==> src/rtl/fetch_pkg.sv <==
// Shared types for the instruction fetch stage.
//   XLEN          : address/data width
//   NOP_INST      : word substituted for a faulting fetch
//   fetch_entry_t : {pc, inst, err} payload handed to IF/ID
//   fetch_state_e : request FSM states
package fetch_pkg;

  localparam int unsigned XLEN = 32;
  localparam logic [XLEN-1:0] NOP_INST = 32'h0000_0013;

  typedef struct packed {
    logic [XLEN-1:0] pc;
    logic [XLEN-1:0] inst;
    logic            err;
  } fetch_entry_t;

  typedef enum logic [1:0] {
    BOOT,
    FETCH,
    HOLD
  } fetch_state_e;

endpackage

==> src/rtl/fetch_buffer.sv <==
// Circular FIFO of fetch entries between instruction memory and IF/ID.
//   clk, rst_n : clock, async active-low reset
//   push, data : write one entry
//   pop        : remove head entry
//   clear      : drop all entries (redirect), wins over push/pop
//   full/empty : occupancy flags; count = entries held
//   head       : entry at the read pointer (reset contents are zero)
module fetch_buffer
  import fetch_pkg::*;
#(
  parameter int unsigned DEPTH = 2,
  localparam int unsigned PW   = $clog2(DEPTH) + 1
) (
  input  logic          clk,
  input  logic          rst_n,
  input  logic          push,
  input  fetch_entry_t  data,
  input  logic          pop,
  input  logic          clear,
  output logic          full,
  output logic          empty,
  output logic [PW-1:0] count,
  output fetch_entry_t  head
);

  localparam int unsigned AW = PW - 1;

  fetch_entry_t  mem [DEPTH];
  logic [PW-1:0] wr_ptr;
  logic [PW-1:0] rd_ptr;

  // Pointers carry an extra wrap bit so full and empty are distinguishable.
  always_ff @(posedge clk or negedge rst_n) begin
    if (!rst_n) begin
      wr_ptr <= '0;
      rd_ptr <= '0;
      for (int unsigned i = 0; i < DEPTH; i++) mem[i] <= '0;
    end else if (clear) begin
      wr_ptr <= '0;
      rd_ptr <= '0;
    end else begin
      if (push) begin
        mem[wr_ptr[AW-1:0]] <= data;
        wr_ptr              <= wr_ptr + PW'(1);
      end
      if (pop) rd_ptr <= rd_ptr + PW'(1);
    end
  end

  assign empty = (wr_ptr == rd_ptr);
  assign full  = (wr_ptr[AW-1:0] == rd_ptr[AW-1:0]) && (wr_ptr[AW] != rd_ptr[AW]);
  assign count = wr_ptr - rd_ptr;
  assign head  = mem[rd_ptr[AW-1:0]];

endmodule

==> src/rtl/fetch_unit.sv <==
// Instruction fetch stage: generates the PC, issues in-order memory requests
// under a credit limit, buffers responses and presents {pc, inst, err} to IF/ID.
//   clk, rst_n                : clock, async active-low reset
//   redirect_i, redirect_pc_i : branch/exception redirect and target
//   imem_req_o, imem_addr_o   : request and word-aligned address
//   imem_gnt_i                : request accepted
//   imem_rvalid_i/rdata/err   : in-order response
//   inst_valid_o/ready_i      : handshake to IF/ID
//   inst_o, pc_o, inst_err_o  : buffer head payload
module fetch_unit
  import fetch_pkg::*;
#(
  parameter logic [XLEN-1:0] RESET_PC  = 32'h0000_0000,
  parameter int unsigned     BUF_DEPTH = 2
) (
  input  logic            clk,
  input  logic            rst_n,
  input  logic            redirect_i,
  input  logic [XLEN-1:0] redirect_pc_i,
  output logic            imem_req_o,
  output logic [XLEN-1:0] imem_addr_o,
  input  logic            imem_gnt_i,
  input  logic            imem_rvalid_i,
  input  logic [XLEN-1:0] imem_rdata_i,
  input  logic            imem_err_i,
  output logic            inst_valid_o,
  input  logic            inst_ready_i,
  output logic [XLEN-1:0] inst_o,
  output logic [XLEN-1:0] pc_o,
  output logic            inst_err_o
);

  localparam int unsigned CW = $clog2(BUF_DEPTH) + 1;
  localparam int unsigned AW = CW - 1;
  localparam int unsigned UW = CW + 1;

  fetch_state_e    state;
  logic [XLEN-1:0] pc;
  logic [XLEN-1:0] hold_addr;
  logic            hold_stale;
  logic [CW-1:0]   inflight;
  logic [CW-1:0]   drop;
  logic [CW-1:0]   buf_count;
  logic [XLEN-1:0] tag_mem [BUF_DEPTH];
  logic [AW-1:0]   tag_wr;
  logic [AW-1:0]   tag_rd;
  logic            buf_full;
  logic            buf_empty;
  logic            fire;
  logic            push;
  logic            pop;
  logic            credit;
  logic [UW-1:0]   used;
  fetch_entry_t    push_entry;
  fetch_entry_t    head;

  // Head is hidden in the redirect cycle so nothing stale is consumed.
  assign inst_valid_o = ~buf_empty & ~redirect_i;
  assign pop          = inst_valid_o & inst_ready_i;

  // Credit counts the slot freed by a same-cycle pop to sustain 1 req/cycle.
  assign used   = UW'(inflight) + UW'(buf_count) - UW'(pop);
  assign credit = used < UW'(BUF_DEPTH);

  // Request generation; a HOLD request keeps its address until granted.
  always_comb begin
    imem_req_o  = 1'b0;
    imem_addr_o = pc;
    case (state)
      FETCH:   imem_req_o = credit & ~redirect_i;
      HOLD: begin
        imem_req_o  = 1'b1;
        imem_addr_o = hold_addr;
      end
      default: ;
    endcase
  end

  assign fire = imem_req_o & imem_gnt_i;
  assign push = imem_rvalid_i & (drop == '0) & ~redirect_i;

  always_comb begin
    push_entry.pc   = tag_mem[tag_rd];
    push_entry.inst = imem_err_i ? NOP_INST : imem_rdata_i;
    push_entry.err  = imem_err_i;
  end

  // PC tag queue: one entry per granted request, retired by its response.
  always_ff @(posedge clk) begin
    if (fire) tag_mem[tag_wr] <= imem_addr_o;
  end

  // FSM, PC, and in-flight/drop bookkeeping.
  always_ff @(posedge clk or negedge rst_n) begin
    if (!rst_n) begin
      state      <= BOOT;
      pc         <= RESET_PC;
      hold_addr  <= RESET_PC;
      hold_stale <= 1'b0;
      inflight   <= '0;
      drop       <= '0;
      tag_wr     <= '0;
      tag_rd     <= '0;
    end else begin
      inflight <= inflight + CW'(fire) - CW'(imem_rvalid_i);
      if (fire)          tag_wr <= tag_wr + AW'(1);
      if (imem_rvalid_i) tag_rd <= tag_rd + AW'(1);

      // Everything outstanding after a redirect belongs to the old stream;
      // a stale HOLD request adds itself to drop when it is finally granted.
      if (redirect_i)
        drop <= inflight + CW'(fire) - CW'(imem_rvalid_i);
      else
        drop <= drop - CW'(imem_rvalid_i && (drop != '0))
                     + CW'(fire && (state == HOLD) && hold_stale);

      if (state == HOLD && redirect_i && !imem_gnt_i) hold_stale <= 1'b1;
      else if (fire)                                  hold_stale <= 1'b0;

      if (redirect_i)
        pc <= redirect_pc_i & ~XLEN'(3);
      else if (fire && !(state == HOLD && hold_stale))
        pc <= imem_addr_o + XLEN'(4);

      case (state)
        BOOT:  state <= FETCH;
        FETCH: begin
          if (imem_req_o && !imem_gnt_i) begin
            state     <= HOLD;
            hold_addr <= pc;
          end
        end
        HOLD:    if (imem_gnt_i) state <= FETCH;
        default: state <= BOOT;
      endcase
    end
  end

  fetch_buffer #(.DEPTH(BUF_DEPTH)) u_buf (
    .clk   (clk),
    .rst_n (rst_n),
    .push  (push),
    .data  (push_entry),
    .pop   (pop),
    .clear (redirect_i),
    .full  (buf_full),
    .empty (buf_empty),
    .count (buf_count),
    .head  (head)
  );

  assign inst_o     = head.inst;
  assign pc_o       = head.pc;
  assign inst_err_o = head.err;

  // The credit limit guarantees a response always finds a free slot.
  a_no_overflow: assert property (@(posedge clk) disable iff (!rst_n) !(push && buf_full));

endmodule

==> config.mk <==
export PLATFORM = sky130hd
export DESIGN_NAME = fetch_unit
export DESIGN_NICKNAME = d
export VERILOG_FILES = /design/src/rtl/fetch_pkg.sv /design/src/rtl/fetch_buffer.sv /design/src/rtl/fetch_unit.sv
export SDC_FILE = /design/constraint.sdc
export NUM_CORES = 1
export LEC_CHECK = 0
export BUFFER_PORTS_ARGS = -buffer_cell sky130_fd_sc_hd__buf_4
export CORE_MARGIN = 2
export CORE_UTILIZATION = 55
export DETAILED_ROUTE_END_ITERATION = 10
export GPL_TIMING_DRIVEN = 0
export PLACE_DENSITY = 0.81
export SETUP_SLACK_MARGIN = 0.05
export SYNTH_ARGS = -nofsm -noshare
export SYNTH_HDL_FRONTEND = slang
export SYNTH_SLANG_ARGS = --single-unit
==> constraint.sdc <==
create_clock -name clk -period 5.4 [get_ports clk]
set_clock_uncertainty 0.15 [all_clocks]
set_input_delay 0.81 -clock clk [delete_from_list [all_inputs] [get_ports clk]]
set_output_delay 0.81 -clock clk [all_outputs]
set_load 0.02 [all_outputs]
==> results of run 1 <==
## synthesized netlist by cell type (3+ instances only)
| library cell | number | area [µm²] |
|---|---|---|
| ha_1 | 12 | 150 |
| and3_1 | 7 | 43.8 |
| mux2_1 | 29 | 327 |
| nor3b_1 | 4 | 30.0 |
| nand3_1 | 13 | 65.1 |
| and2_1 | 3 | 18.8 |
| xnor2_1 | 21 | 184 |
| nor2_1 | 22 | 82.6 |
| a21oi_1 | 23 | 115 |
| dfrtp_1 | 207 | 5180 |
| mux2i_1 | 42 | 420 |
| clkbuf_1 | 45 | 169 |
| nor2b_1 | 7 | 43.8 |
| inv_1 | 18 | 67.6 |
| xor2_1 | 16 | 140 |
| nor3_1 | 5 | 25.0 |
| nand2_1 | 190 | 713 |
| o21ai_1 | 13 | 65.1 |
| buf_1 | 10 | 37.5 |
| buf_2 | 11 | 55.1 |
| edfxtp_1 | 64 | 1920 |
| o221ai_1 | 7 | 61.3 |
| nand2b_1 | 36 | 225 |
| o22ai_1 | 3 | 18.8 |
| nand4b_1 | 3 | 26.3 |
| nand4_1 | 12 | 75.1 |
| a211oi_1 | 3 | 22.5 |
| mux2_2 | 93 | 1050 |
| nand4b_4 | 3 | 71.3 |
| o21ai_0 | 143 | 716 |
## stage by stage
stage / worst slack [ps] / util
4_1_cts: 619 / 0.679
3_3_place_gp: -493 / 0.637
5_1_grt: 534 / 0.679
2_1_floorplan: 290 / -
6_report: 724 / 0.679
3_5_place_dp: 413 / 0.639
## state kept, by name, summed over array words and instances (netlist names)
| signal | count |
|---|---|
| u_buf.mem | 130 |
| state | 2 |
| pc | 32 |
| tag_rd | 1 |
| tag_wr | 1 |
| u_buf.wr_ptr | 2 |
| drop | 2 |
| inflight | 2 |
| u_buf.rd_ptr | 2 |
| tag_mem | 64 |
| hold_addr | 32 |
| hold_stale | 1 |
## cells by family after synthesis
| kind of cell | after synthesis |
|---|---|
| simple gates | 313 |
| flops | 271 |
| compound gates | 210 |
| mux | 164 |
| buf+inv | 87 |
| xor+xnor | 37 |
| fa+ha+maj | 13 |
## layer usage
layer / GRT usage / up-vias / wire length, µm
met4: 0.0882 / 0 / 990
met3: 0.0563 / 80 / 2820
li1: - / 4225 / -
met1: 0.363 / 4501 / 13100
met2: 0.420 / 429 / 14500
met5: 0 / - / 0
## worst max-delay path: cells and delay by family (launching register included)
family,cells,cell delay [ps]
AND/OR/NAND/NOR,5,990
adder cells (fa/ha/maj),3,980
buffers and inverters,4,490
flip-flops,1,400
XOR/XNOR,1,170
AO/OA/AOI/OAI,1,150
## layout by cell type, fill, tap and decap left out, types with 10 or more instances in the layout
master,netlist,routed
nand2b_1,36,36
xnor2_1,21,21
mux2_1,29,29
nand4_1,12,12
buf_2,11,11
nand2_1,190,190
mux2i_1,42,42
nor2_1,22,21
a21oi_1,23,23
dfrtp_1,207,207
mux2_2,93,93
o21ai_0,143,143
o21ai_1,13,13
clkbuf_16,0,29
edfxtp_1,64,64
inv_1,18,18
buf_1,10,10
nand3_1,13,13
xor2_1,16,16
clkbuf_1,45,50
ha_1,12,12
buf_4,1,166
## area by class of cell
| class | instances | area, µm² | share of cell area |
|---|---|---|---|
| flip-flops and latches | 271 | 7100 | 0.475 |
| multi-input cells | 737 | 4980 | 0.333 |
| repair buffers | 167 | 1280 | 0.0856 |
| clock buffers | 36 | 772 | 0.0516 |
| well taps | 280 | 350 | 0.0234 |
| plain buffers | 68 | 280 | 0.0187 |
| clock inverters | 14 | 124 | 0.00828 |
| inverters | 19 | 71.3 | 0.00477 |
## worst max-delay path by stage
stage / depth (start not counted) / slack (ps) / end
2_1_floorplan: 12 / 290 / tag_mem[0][0]
3_3_place_gp: 13 / -490 / tag_mem[0][5]
3_5_place_dp: 12 / 410 / tag_mem[1][7]
4_1_cts: 14 / 620 / tag_mem[1][6]
5_1_grt: 14 / 530 / imem_req_o
6_report: 14 / 720 / imem_req_o
## where the power goes
part | switching [µW] | internal (µW)
combinational | 1590 | 1200
sequential | 356 | 2730
clock | 785 | 1100
==> flow_summary_export.csv, run 1 <==
group,metric,value,unit
synth,async_flop_share,0.764,
clock_network,cts_tree,"done",
finish,antenna_cells,0,
timing,worstMarginPinSlew,903,ps
global_route,grt_max_degree,118,
pwr,ir_worst_vdd,266,µV
synth,synth-adder-area-share,0.0137,
worst_setup_path,crit_path_cell_trace,"inv_1 -> ha_1 -> inv_1 -> nor2_1 -> nor2_1 -> and2_1 -> ha_1 -> nand2b_1 -> fa_1 -> xnor2_1 -> nor4b_2 -> o21ai_1 -> inv_1 -> buf_4",
route,routed_wl,31.4,mm
synth,synth-edff-count,64,
worst_setup_path,worstSetupPathType,"reg -> out",
clock_network,clkTransAtPathRegs,60,ps
timing,slew_viol_final,0,
placed_design,portBuffers,166,
synth,synth_top_family_by_area,"multiplexers",
worst_setup_path,r2r_setup_slack,890,ps
worst_setup_path,r2r_cells,21,
synth,synth_compound_area_frac,0.0956,
timing,finalHoldViolations,0,
worst_setup_path,cpMostUsedCell,"inv_1",
pwr,power.total,7760,µW
placed_design,placed_area,14100,µm²
timing,finalSetupTns,0,ps
finish,fin_nets,1376,
global_route,overflow,0,
route,via_per_inst,5.80,
synth,yosys_warnings,0,
route,drc_errors,0,
clock_network,clockRootBuffer,"clkbuf_16",
worst_setup_path,slowest_stage,"fa_1",
route,ant_nets,0,
synth,synthMuxAreaShare,0.144,
worst_setup_path,crit_path_end_kind,"primary output",
finish,fin_area,15000,µm²
route,drt_iter0_drc,761,
pwr,pwr_density_cell,519,nW/µm²
floorplanning,die-area,23800,µm²
synth,ys_seq_elements,271,
floorplanning,rows,54,
timing,max_freq,0.214,GHz
floorplanning,io_pins,170,
synth,yosysSeqAreaShare,0.572,
floorplanning,coreArea,22000,µm²
worst_setup_path,reg2reg_to,"drop[1]",
finish,area_growth_syn_to_layout,20.4,%
min_path,hold_class,"in -> async",
worst_setup_path,timing.rr.start,"u_buf.wr_ptr[0]",
clock_network,cts_htree_levels,1,
floorplanning,start_util,0.564,
clock_network,cts_hold_buffers,0,
worst_setup_path,cp.arrival,3720,ps
synth,syn_avg_cell_area,11.3,µm²
synth,yosysUniqueCellTypes,52,
finish,drive_gt1_frac,0.249,
worst_setup_path,crit_fanout,4,
floorplanning,die_height,154,µm
synth,syn-cell-area,12400,µm²
timing,setup_viol,0,
clock_network,cts_resized,0,
synth,yosys.area_share.simple,0.120,
clock_network,cts_buffer_depth,3,
worst_setup_path,cpPeakStageDelay,410,ps
global_route,grt_pass1_vias,9319,
worst_setup_path,critPathLaunchType,"flip-flop",
global_route,grt_use_total,0.263,
timing,rsz0062_at_grt,"no",
route,num_vias,9235,
global_route,grt_pass1_wl,49.9,mm
placed_design,place.gp.congestion,0.897,
timing,maxSlewHeadroom,0.392,
synth,synthFlopType,"dfrtp_1",
worst_setup_path,required,4440,ps
route,drt_pass1_iterations,5,
clock_network,post_cts_buffers,0,
status,outcome,"finished clean",
worst_setup_path,crit_start,"u_buf.wr_ptr[0]",
timing,finalHoldWorstSlack,127,ps
finish,fin_cells,1592,
placed_design,dp_hpwl,21.8,mm
job,maxCapViolCount,0,
clock_network,cts_sinks,271,
clock_network,cts_made_buffers,28,
route,wire_per_inst,19.7,µm
floorplanning,die_x,154,µm
timing,period_needed,4680,ps
pwr,p_leak,0.00674,µW
synth,synthCells,1095,
clock_network,clock_latency,540,ps
placed_design,dp_cells,1542,
synth,syn_nets,1179,
global_route,antenna_found_initial,0,
finish,fillers,1647,
timing,period_share,0.866,
synth,synth-xor-area-share,0.0261,
(Power assumes the default switching activity.)
==> inputs of run 2 (changes only) <==
--- a/config.mk
+++ b/config.mk
@@ -8,10 +8,12 @@
 export BUFFER_PORTS_ARGS = -buffer_cell sky130_fd_sc_hd__buf_4
 export CORE_MARGIN = 2
 export CORE_UTILIZATION = 55
+export CTS_BUF_LIST = sky130_fd_sc_hd__clkbuf_4 sky130_fd_sc_hd__clkbuf_8
 export DETAILED_ROUTE_END_ITERATION = 10
 export GPL_TIMING_DRIVEN = 0
 export PLACE_DENSITY = 0.81
 export SETUP_SLACK_MARGIN = 0.05
+export SKIP_CTS_REPAIR_TIMING = 1
 export SYNTH_ARGS = -nofsm -noshare
 export SYNTH_HDL_FRONTEND = slang
 export SYNTH_SLANG_ARGS = --single-unit
==> run 2 against run 1 <==
Compared with the run above:
- clock power is 3% lower
- first-iteration DRC count grew 2.9%
- non-clock buffer count unchanged
- core utilization grew 0.062 points
- critical path depth is the same
- sequential cell count is the same
- power is 0.86% lower
- critical endpoint unchanged
- highest routed layer is now met5
==> flow_summary_export.csv, run 2 (same netlist as run 1, synthesis figures left out) <==
group,metric,value,unit
worst_setup_path,required,4440,ps
clock_network,cts_sinks,271,
placed_design,portBuffers,166,
placed_design,place.gp.congestion,0.897,
worst_setup_path,crit_fanout,4,
worst_setup_path,crit_path_end_kind,"primary output",
timing,fin_ws,762,ps
finish,layout_common_cells,"dfrtp_1, nand2_1, buf_4",
floorplanning,start_util,0.564,
clock_network,cts_tree,"done",
global_route,grt_pass1_wl,49.8,mm
placed_design,post-place-ws,413,ps
global_route,overflow,0,
route,dr.max_layer_used,"met5",
route,wire_per_inst,19.3,µm
finish,multi_input_area,4980,µm²
pwr,pwr_density_cell,514,nW/µm²
route,drc_errors,0,
clock_network,cts_buffer_depth,3,
floorplanning,die_x,154,µm
finish,largest_reg_flops,130,
timing,rsz0062_at_grt,"no",
clock_network,clockRootBuffer,"clkbuf_8",
route,drt_iter0_drc,783,
global_route,grt_max_degree,118,
worst_setup_path,timing.rr.start,"u_buf.wr_ptr[0]",
min_path,hold_class,"in -> async",
worst_setup_path,worstSetupPathType,"reg -> out",
finish,final_common_cell,"dfrtp_1",
timing,period_share,0.859,
clock_network,clkTransAtPathRegs,60,ps
route,drt_pass1_iterations,5,
route,wl_met1,13.4,mm
finish,reg_top3,"u_buf.mem (130), tag_mem (64)",
placed_design,dp_hpwl,21.8,mm
pwr,p_leak,0.00679,µW
timing,max_freq,0.216,GHz
route,met2_length,14.5,mm
finish,drive_gt1_frac,0.268,
route,ant_nets,0,
worst_setup_path,r2r_cells,21,
worst_setup_path,critPathLaunchType,"flip-flop",
route,routed_wl,31.3,mm
timing,maxSlewHeadroom,0.390,
global_route,grt_use_total,0.264,
floorplanning,io_pins,170,
finish,regMostFlops,"u_buf.mem",
floorplanning,die_height,154,µm
timing,slew_viol_final,0,
route,num_vias,9249,
finish,fin_nets,1392,
route,via_per_inst,5.72,
worst_setup_path,crit_start,"u_buf.wr_ptr[0]",
pwr,ir_worst_vdd,215,µV
timing,finalSetupTns,0,ps
job,maxCapViolCount,0,
finish,fillers,1653,
finish,antenna_cells,0,
timing,worstMarginPinSlew,913,ps
clock_network,cts_htree_levels,2,
timing,period_needed,4640,ps
timing,finalHoldWorstSlack,130,ps
finish,register_area,7100,µm²
worst_setup_path,cp.arrival,3680,ps
global_route,grt_pass1_vias,9412,
floorplanning,die-area,23800,µm²
floorplanning,rows,54,
timing,setup_viol,0,
status,outcome,"finished clean",
clock_network,cts_made_buffers,44,
global_route,antenna_found_initial,0,
finish,area_growth_syn_to_layout,20.5,%
floorplanning,coreArea,22000,µm²
clock_network,clock_latency,550,ps
timing,finalHoldViolations,0,
route,wl_met3,2.57,mm
[run 2: final timing paths]
check,end,slack (ps)
setup reg to reg,drop[1],910
hold / removal,u_buf.mem[24],130
hold reg to reg,u_buf.mem[37],320
min in group clk,u_buf.mem[37],320
max in group asynchronous,hold_addr[25],3970
setup / recovery,imem_req_o,760
[run 2: cell type report]
type	instances	share of cell area
timing repair buffer	167	0.0856
inverter	19	0.00476
clock inverter	8	0.00409
buffer	68	0.0187
clock buffer	68	0.0566
multi-input combinational	737	0.333
sequential	271	0.474
tap	280	0.0234
[run 2: worst max-delay path, stage by stage (launching register included)]
cell	delay (ps)
dfrtp_1	400
inv_1	100
ha_1	330
inv_1	70
nor2_1	40
nor2_1	190
and2_1	220
ha_1	240
nand2b_1	170
fa_1	390
xnor2_1	150
nor4b_2	390
o21ai_1	150
inv_1	150
buf_4	170
[run 2: power breakdown]
| group | switching (µW) | internal (µW) | leakage (µW) | total [µW] |
|---|---|---|---|---|
| clock | 786 | 1040 | 0.000487 | 1830 |
| combinational | 1580 | 1200 | 0.00304 | 2780 |
| sequential | 354 | 2730 | 0.00326 | 3080 |
[run 2: metrics by stage]
step | utilization | cell area (µm²) | std cells | power [µW]
2_1_floorplan | - | 12400 | 1095 | 4810
3_3_place_gp | 0.637 | 14000 | 1541 | 5750
3_5_place_dp | 0.639 | 14100 | 1542 | 5870
4_1_cts | 0.680 | 15000 | 1618 | 7710
5_1_grt | 0.680 | 15000 | 1618 | 8100
6_report | 0.680 | 15000 | 1618 | 7690
[run 2: metal layers]
metal	up-vias	global-route usage
met5	-	0.0166
met2	421	0.416
met4	3	0.0966
met3	59	0.0549
li1	4260	-
met1	4506	0.364
